$ cat src/rtl/pixel_fetch_if.sv
// pixel_fetch_if
//   Read port of a first-word-fall-through pixel FIFO.
//   fifo_data  : head word, bit DATA_W is the start-of-frame tag and
//                bits [DATA_W-1:0] are RGB; valid only while !fifo_empty
//   fifo_empty : FIFO holds no words
//   fifo_rd    : pop strobe from the reader, consumes the head word
//   master modport is the reader (pixel_fetch), slave modport is the FIFO.
interface pixel_fetch_if #(
  parameter int DATA_W = 24
);
  logic [DATA_W:0] fifo_data;
  logic            fifo_empty;
  logic            fifo_rd;

  modport master (
    input  fifo_data,
    input  fifo_empty,
    output fifo_rd
  );

  modport slave (
    output fifo_data,
    output fifo_empty,
    input  fifo_rd
  );
endinterface

$ cat src/rtl/pixel_fetch.sv
// pixel_fetch
//   Pulls pixels from an FWFT FIFO in step with the raw video timing and
//   presents a registered RGB stream with syncs delayed to match. The
//   stream is locked to frame boundaries with the SOF tag carried in each
//   FIFO word; FIFO starvation and SOF misalignment are counted and
//   recovered from by dropping out of lock for the rest of the frame and
//   re-seeking the next SOF.
// Ports
//   clk, rst      : pixel clock, asynchronous active-high reset
//   vs_in/hs_in/de_in : timing from the sync generator
//   fifo          : FIFO read port (fifo_data, fifo_empty, fifo_rd)
//   vs_out/hs_out/de_out : timing delayed by one clock
//   rgb_out       : registered pixel aligned with de_out; FILL_COLOR on
//                   active pixels not sourced from the FIFO, 0 in blanking
//   locked        : high while streaming frame-aligned pixels
//   underflow_cnt : saturating count of FIFO starvation events
//   sof_err_cnt   : saturating count of SOF misalignment events
module pixel_fetch #(
  parameter int                 DATA_W     = 24,
  parameter logic [DATA_W-1:0]  FILL_COLOR = '0,
  parameter int                 CNT_W      = 16
) (
  input  logic              clk,
  input  logic              rst,
  input  logic              vs_in,
  input  logic              hs_in,
  input  logic              de_in,
  pixel_fetch_if.master     fifo,
  output logic              vs_out,
  output logic              hs_out,
  output logic              de_out,
  output logic [DATA_W-1:0] rgb_out,
  output logic              locked,
  output logic [CNT_W-1:0]  underflow_cnt,
  output logic [CNT_W-1:0]  sof_err_cnt
);

  typedef enum logic [1:0] {
    SEEK   = 2'd0,
    ARMED  = 2'd1,
    RUN    = 2'd2,
    STARVE = 2'd3
  } state_t;

  state_t            state;
  state_t            state_nxt;
  logic              first_px;
  logic              first_nxt;
  logic              first_eff;
  logic              take;
  logic              pop;
  logic              px_pop;
  logic              uf_evt;
  logic              sof_evt;
  logic              vs_rise;
  logic              head_sof;
  logic [DATA_W-1:0] head_rgb;
  logic [DATA_W-1:0] pix_nxt;

  // vs_out is the registered copy of vs_in, so it doubles as vs_d.
  assign vs_rise  = vs_in & ~vs_out;
  assign head_sof = fifo.fifo_data[DATA_W];
  assign head_rgb = fifo.fifo_data[DATA_W-1:0];

  always_comb begin
    state_nxt = state;
    first_nxt = first_px;
    first_eff = first_px;
    take      = 1'b0;
    pop       = 1'b0;
    px_pop    = 1'b0;
    uf_evt    = 1'b0;
    sof_evt   = 1'b0;

    unique case (state)
      SEEK: begin
        if (!fifo.fifo_empty) begin
          if (head_sof) state_nxt = ARMED;
          else          pop       = 1'b1;
        end
      end
      // A vs_rise is acted on before de_in, so an active pixel on the same
      // cycle is handled as the first pixel of the new frame.
      ARMED: begin
        if (vs_rise) begin
          state_nxt = RUN;
          first_nxt = 1'b1;
          first_eff = 1'b1;
          take      = de_in;
        end
      end
      RUN: begin
        if (vs_rise) begin
          first_nxt = 1'b1;
          first_eff = 1'b1;
        end
        take = de_in;
      end
      STARVE: begin
        if (vs_rise) state_nxt = SEEK;
      end
      default: state_nxt = SEEK;
    endcase

    // The head must carry SOF exactly when a frame's first pixel is due.
    if (take) begin
      if (fifo.fifo_empty) begin
        uf_evt    = 1'b1;
        state_nxt = STARVE;
      end else if (first_eff != head_sof) begin
        sof_evt   = 1'b1;
        state_nxt = STARVE;
      end else begin
        pop       = 1'b1;
        px_pop    = 1'b1;
        first_nxt = 1'b0;
      end
    end
  end

  always_comb begin
    pix_nxt = '0;
    if (de_in) pix_nxt = px_pop ? head_rgb : FILL_COLOR;
  end

  assign fifo.fifo_rd = pop & ~rst;
  assign locked       = (state == RUN);

  always_ff @(posedge clk or posedge rst) begin
    if (rst) begin
      state         <= SEEK;
      first_px      <= 1'b0;
      vs_out        <= 1'b0;
      hs_out        <= 1'b0;
      de_out        <= 1'b0;
      rgb_out       <= '0;
      underflow_cnt <= '0;
      sof_err_cnt   <= '0;
    end else begin
      state    <= state_nxt;
      first_px <= first_nxt;
      vs_out   <= vs_in;
      hs_out   <= hs_in;
      de_out   <= de_in;
      rgb_out  <= pix_nxt;
      if (uf_evt && (underflow_cnt != '1))
        underflow_cnt <= underflow_cnt + CNT_W'(1);
      if (sof_evt && (sof_err_cnt != '1))
        sof_err_cnt <= sof_err_cnt + CNT_W'(1);
    end
  end

endmodule

$ cat src/flat_wrapper.sv
// flat-port wrapper written by rule: the top's interface ports become plain ports
module pixel_fetch_flat 
#(
  parameter int                 DATA_W     = 24,
  parameter logic [DATA_W-1:0]  FILL_COLOR = '0,
  parameter int                 CNT_W      = 16
)
  (clk, rst, vs_in, hs_in, de_in, vs_out, hs_out, de_out, rgb_out, locked, underflow_cnt, sof_err_cnt, fifo_fifo_data, fifo_fifo_empty, fifo_fifo_rd);
  pixel_fetch_if #(.DATA_W(DATA_W)) fifo_i ();
  input  logic clk;
  input  logic rst;
  input  logic vs_in;
  input  logic hs_in;
  input  logic de_in;
  output logic vs_out;
  output logic hs_out;
  output logic de_out;
  output logic [DATA_W-1:0] rgb_out;
  output logic locked;
  output logic [CNT_W-1:0] underflow_cnt;
  output logic [CNT_W-1:0] sof_err_cnt;
  input wire logic [$bits(fifo_i.fifo_data)-1:0] fifo_fifo_data;
  input wire logic [$bits(fifo_i.fifo_empty)-1:0] fifo_fifo_empty;
  output wire logic [$bits(fifo_i.fifo_rd)-1:0] fifo_fifo_rd;
  assign fifo_i.fifo_data = fifo_fifo_data;
  assign fifo_i.fifo_empty = fifo_fifo_empty;
  assign fifo_fifo_rd = fifo_i.fifo_rd;
  pixel_fetch #(.DATA_W(DATA_W), .FILL_COLOR(FILL_COLOR), .CNT_W(CNT_W)) u_core (.clk(clk), .rst(rst), .vs_in(vs_in), .hs_in(hs_in), .de_in(de_in), .fifo(fifo_i), .vs_out(vs_out), .hs_out(hs_out), .de_out(de_out), .rgb_out(rgb_out), .locked(locked), .underflow_cnt(underflow_cnt), .sof_err_cnt(sof_err_cnt));
endmodule
$ cat config.mk
export PLATFORM = sky130hd
export DESIGN_NAME = pixel_fetch_flat
export DESIGN_NICKNAME = d
export VERILOG_FILES = /design/src/rtl/pixel_fetch_if.sv /design/src/rtl/pixel_fetch.sv /design/src/flat_wrapper.sv
export SDC_FILE = /design/constraint.sdc
export NUM_CORES = 1
export LEC_CHECK = 0
export CORE_MARGIN = 1.5
export CORE_UTILIZATION = 42
export CTS_CLUSTER_SIZE = 40
export DETAILED_ROUTE_END_ITERATION = 12
export PLACE_DENSITY = 0.76
export REMOVE_ABC_BUFFERS = 1
export SETUP_SLACK_MARGIN = 0.3
export SLEW_MARGIN = 20
export SYNTH_ARGS = -nofsm -noshare
export SYNTH_HDL_FRONTEND = slang
export SYNTH_SLANG_ARGS = --single-unit
$ cat constraint.sdc
create_clock -name clk -period 2.21 [get_ports clk]
set_input_delay 0.221 -clock clk [delete_from_list [all_inputs] [get_ports clk]]
set_output_delay 0.221 -clock clk [all_outputs]
set_load 0.005 [all_outputs]
==> flow_summary.json <==
{
  "max_freq_mhz": 483,
  "detail-route-antenna-nets": 0,
  "hold_depth": 1,
  "p_switching_uw": 938,
  "cts_buffers": 9,
  "drtIter0Drc": 64,
  "gr-usage-all-layers_pct": 19.5,
  "seqPwrFrac_pct": 39.4,
  "core_area_mm2": 0.00672,
  "clk_latency_ns": 0.33,
  "syn_area_per_cell_um2": 12.2,
  "synth_edf_count": 0,
  "ys_top_cells_by_area": "dfrtp_1 (54%), and2_1 (5.6%), xor2_1 (5.1%), xnor2_1 (3.9%), ha_1 (3.5%)",
  "min_period_ns": 2.07,
  "rsz0062_at_grt": "true",
  "finalNetCount": 403,
  "synthesis.area_mm2": 0.00289,
  "slowest_delay_ns": 0.41,
  "critPathTopFamily": "adder cells",
  "ys_async_sr_fraction_pct": 100,
  "cts.sinks": 62,
  "r2r_cells": 9,
  "clockBufferDepth": 2,
  "worstHoldPathType": "in -> reg",
  "cts_tree": "done",
  "syn_inst": 238,
  "setup_viol": 0,
  "end_kind": "primary output",
  "clk_pin_slew_worst_paths_ns": 0.07,
  "min_period_over_period_pct": 93.7,
  "path_class": "reg -> out",
  "p_comb_share_pct": 29.4,
  "slew_headroom_pct": 47.7,
  "cp_data_required_time_ns": 1.99,
  "drcViolationCount": 0,
  "worst_pin_slew_ns": 0.785,
  "diodes": 0,
  "wl_per_cell_um": 15.7,
  "cp.arrival_ns": 1.85,
  "layout-drive-gt1-share_pct": 24.4,
  "htreeDepth": 3,
  "totalWireLength_um": 7050,
  "cp_cell_sequence": "inv_2, ha_4, a21o_1, ha_4, inv_2, nor2_2, o21a_1, buf_2",
  "fp-row-count": 30,
  "via_per_inst": 5.18,
  "io_pins": 92,
  "r2r_start": "u_core.state[0]$_DFF_PP0_",
  "power.density_mw_per_mm2": 701,
  "ys_seq_area_share_pct": 53.6,
  "via_count": 2324,
  "synth_cell_type_count": 46,
  "r2r_end": "u_core.sof_err_cnt[13]$_DFFE_PP0P_",
  "p_sw_share_pct": 29.0,
  "die_h_um": 86.0,
  "path_max_fanout": 2,
  "hp-start": "hs_in",
  "drv_cap": 0,
  "power_leakage_uw": 0.00203,
  "hold_viol": 0,
  "drv_slew": 0,
  "root_buffer": "clkbuf_8",
  "p_int_uw": 2300,
  "worstSetupStartpointType": "flop",
  "grt_overflow": 0,
  "globalplace.congestion": 0.816,
  "ys_ff_latch": 62,
  "dr.pass1.iters": 4,
  "initial_core_util_pct": 43.1,
  "chipWidth_um": 86.0,
  "grt_pass1_vias": 2347,
  "post_dp_cell_area_mm2": 0.00402,
  "grt_antenna_before_repair": 0,
  "pwr-share-clk_pct": 31.3,
  "yosysWarnings": 0,
  "cp_slowest_cell": "dfrtp_1",
  "path_buf_inv": 3,
  "dp_hpwl_um": 4520,
  "total_power_uw": 3240,
  "grt_pass1_wl_um": 11300,
  "grt_max_degree": 63,
  "final_core_util_pct": 68.7,
  "skew_ns": 0.0123,
  "synth_top_cell_by_area": "dfrtp_1",
  "r2r_setup_slack_ns": 0.14,
  "hold_path_end": "u_core.hs_out$_DFF_PP0_",
  "ctsHoldBuffers": 0,
  "yosysTopAreaCellShare_pct": 53.6,
  "portBuffers": 91,
  "fin_area_mm2": 0.00462,
  "die_area_mm2": 0.00739,
  "synth-main-ff-cell": "dfrtp_1",
  "status": "completed",
  "peakVddDrop_v": 0.000336,
  "syn_to_final_growth_pct": 59.6,
  "finalSetupTns_ns": 0
}
## sequential cells by signal (all words and copies together) (netlist names)
name,flops
u_core.de_out,1
u_core.first_px,1
u_core.hs_out,1
u_core.rgb_out,24
u_core.sof_err_cnt,16
u_core.state,2
u_core.underflow_cnt,16
u_core.vs_out,1
## cells in the mapped netlist, types with 2 or more instances
library cell / number
o21ai_0: 2
and3_1: 5
nand2_1: 6
nand2b_1: 2
and4_1: 6
nand4b_1: 2
inv_1: 9
a21oi_1: 2
o211ai_1: 5
and4bb_2: 2
o21a_1: 2
xor2_1: 17
a211oi_1: 4
ha_1: 8
nor2_1: 9
nor4_2: 2
o2111ai_1: 5
and2_1: 26
nand3_1: 10
o22ai_1: 2
nor3_1: 3
xnor2_1: 13
nor4_1: 3
a2111oi_2: 4
nand4_1: 4
buf_2: 3
dfrtp_1: 62
mux2_2: 2
## worst max-delay path by stage
stage / startpoint / end / slack, ns / cells after the start
finish: u_core.state[0]$_DFF_PP0_ / fifo_fifo_rd / 0.14 / 8
global route: u_core.state[0]$_DFF_PP0_ / fifo_fifo_rd / 0.05 / 8
CTS: u_core.state[1]$_DFF_PP0_ / fifo_fifo_rd / 0.12 / 8
detailed placement: vs_in / u_core.sof_err_cnt[13]$_DFFE_PP0P_ / -0.12 / 9
global placement: vs_in / fifo_fifo_rd / -0.06 / 8
floorplan: u_core.state[0]$_DFF_PP0_ / fifo_fifo_rd / -0.13 / 7
## area by class of cell
class,instances,area (um2)
Clock buffer,12,155
Clock inverter,4,45.0
Fill cell,484,2100
Inverter,9,33.8
Multi-Input combinational cell,161,1560
Sequential cell,62,1550
Tap cell,80,100
Timing Repair Buffer,121,1180
## layout by cell type (no fill, tap or decap), types with 8 or more instances in the layout
cell and n:
buf_4 20, nand3_1 10, dfrtp_1 62, clkbuf_8 11, clkdlybuf4s50_1 89, and2_1 26, xor2_1 17, nor2_1 8
buf_6 9, xnor2_1 13
## power by group through the flow
stage	Combinational [uW]	Sequential (uW)	Clock, uW
floorplan	315	1290	0
CTS	844	1270	1040
global placement	651	1280	0
detailed placement	668	1290	0
global route	1030	1280	1100
finish	951	1270	1010
## layer usage
| layer | vias to the layer above | part of all wire [%] | track usage, % |
|---|---|---|---|
| met5 | - | 0 | 0 |
| met4 | 0 | 1.2 | 7.18 |
| met3 | 8 | 7.2 | 7.22 |
| met2 | 82 | 49 | 30.0 |
| met1 | 1128 | 43 | 25.3 |
| li1 | 1106 | - | - |
## cell families after synthesis
group	count (synthesis)	share of synthesized area [%]
fa+ha+maj	8	3.46
compound gates	32	10.0
simple gates	88	20.4
xor+xnor	30	9.08
flops	62	53.6
mux	3	1.17
buf+inv	15	2.25
## stage by stage
| step | hold WS [ns] | cells | setup slack, ns |
|---|---|---|---|
| 5_1_grt | 0.325 | 449 | 0.0461 |
| 6_report | 0.333 | 449 | 0.138 |
| 3_5_place_dp | 0.492 | 422 | -0.122 |
| 4_1_cts | 0.320 | 446 | 0.122 |
| 3_3_place_gp | 0.481 | 422 | -0.0614 |
| 2_1_floorplan | 0.252 | 232 | -0.133 |
## repair_timing
| item | in CTS | in global routing |
|---|---|---|
| pin swaps | 21 | 22 |
| setup buffers | 8 | 3 |
| endpoints found under the setup margin | 34 | 35 |
| resized for setup | 42 | 15 |
Power figures use the tool's default switching activity.
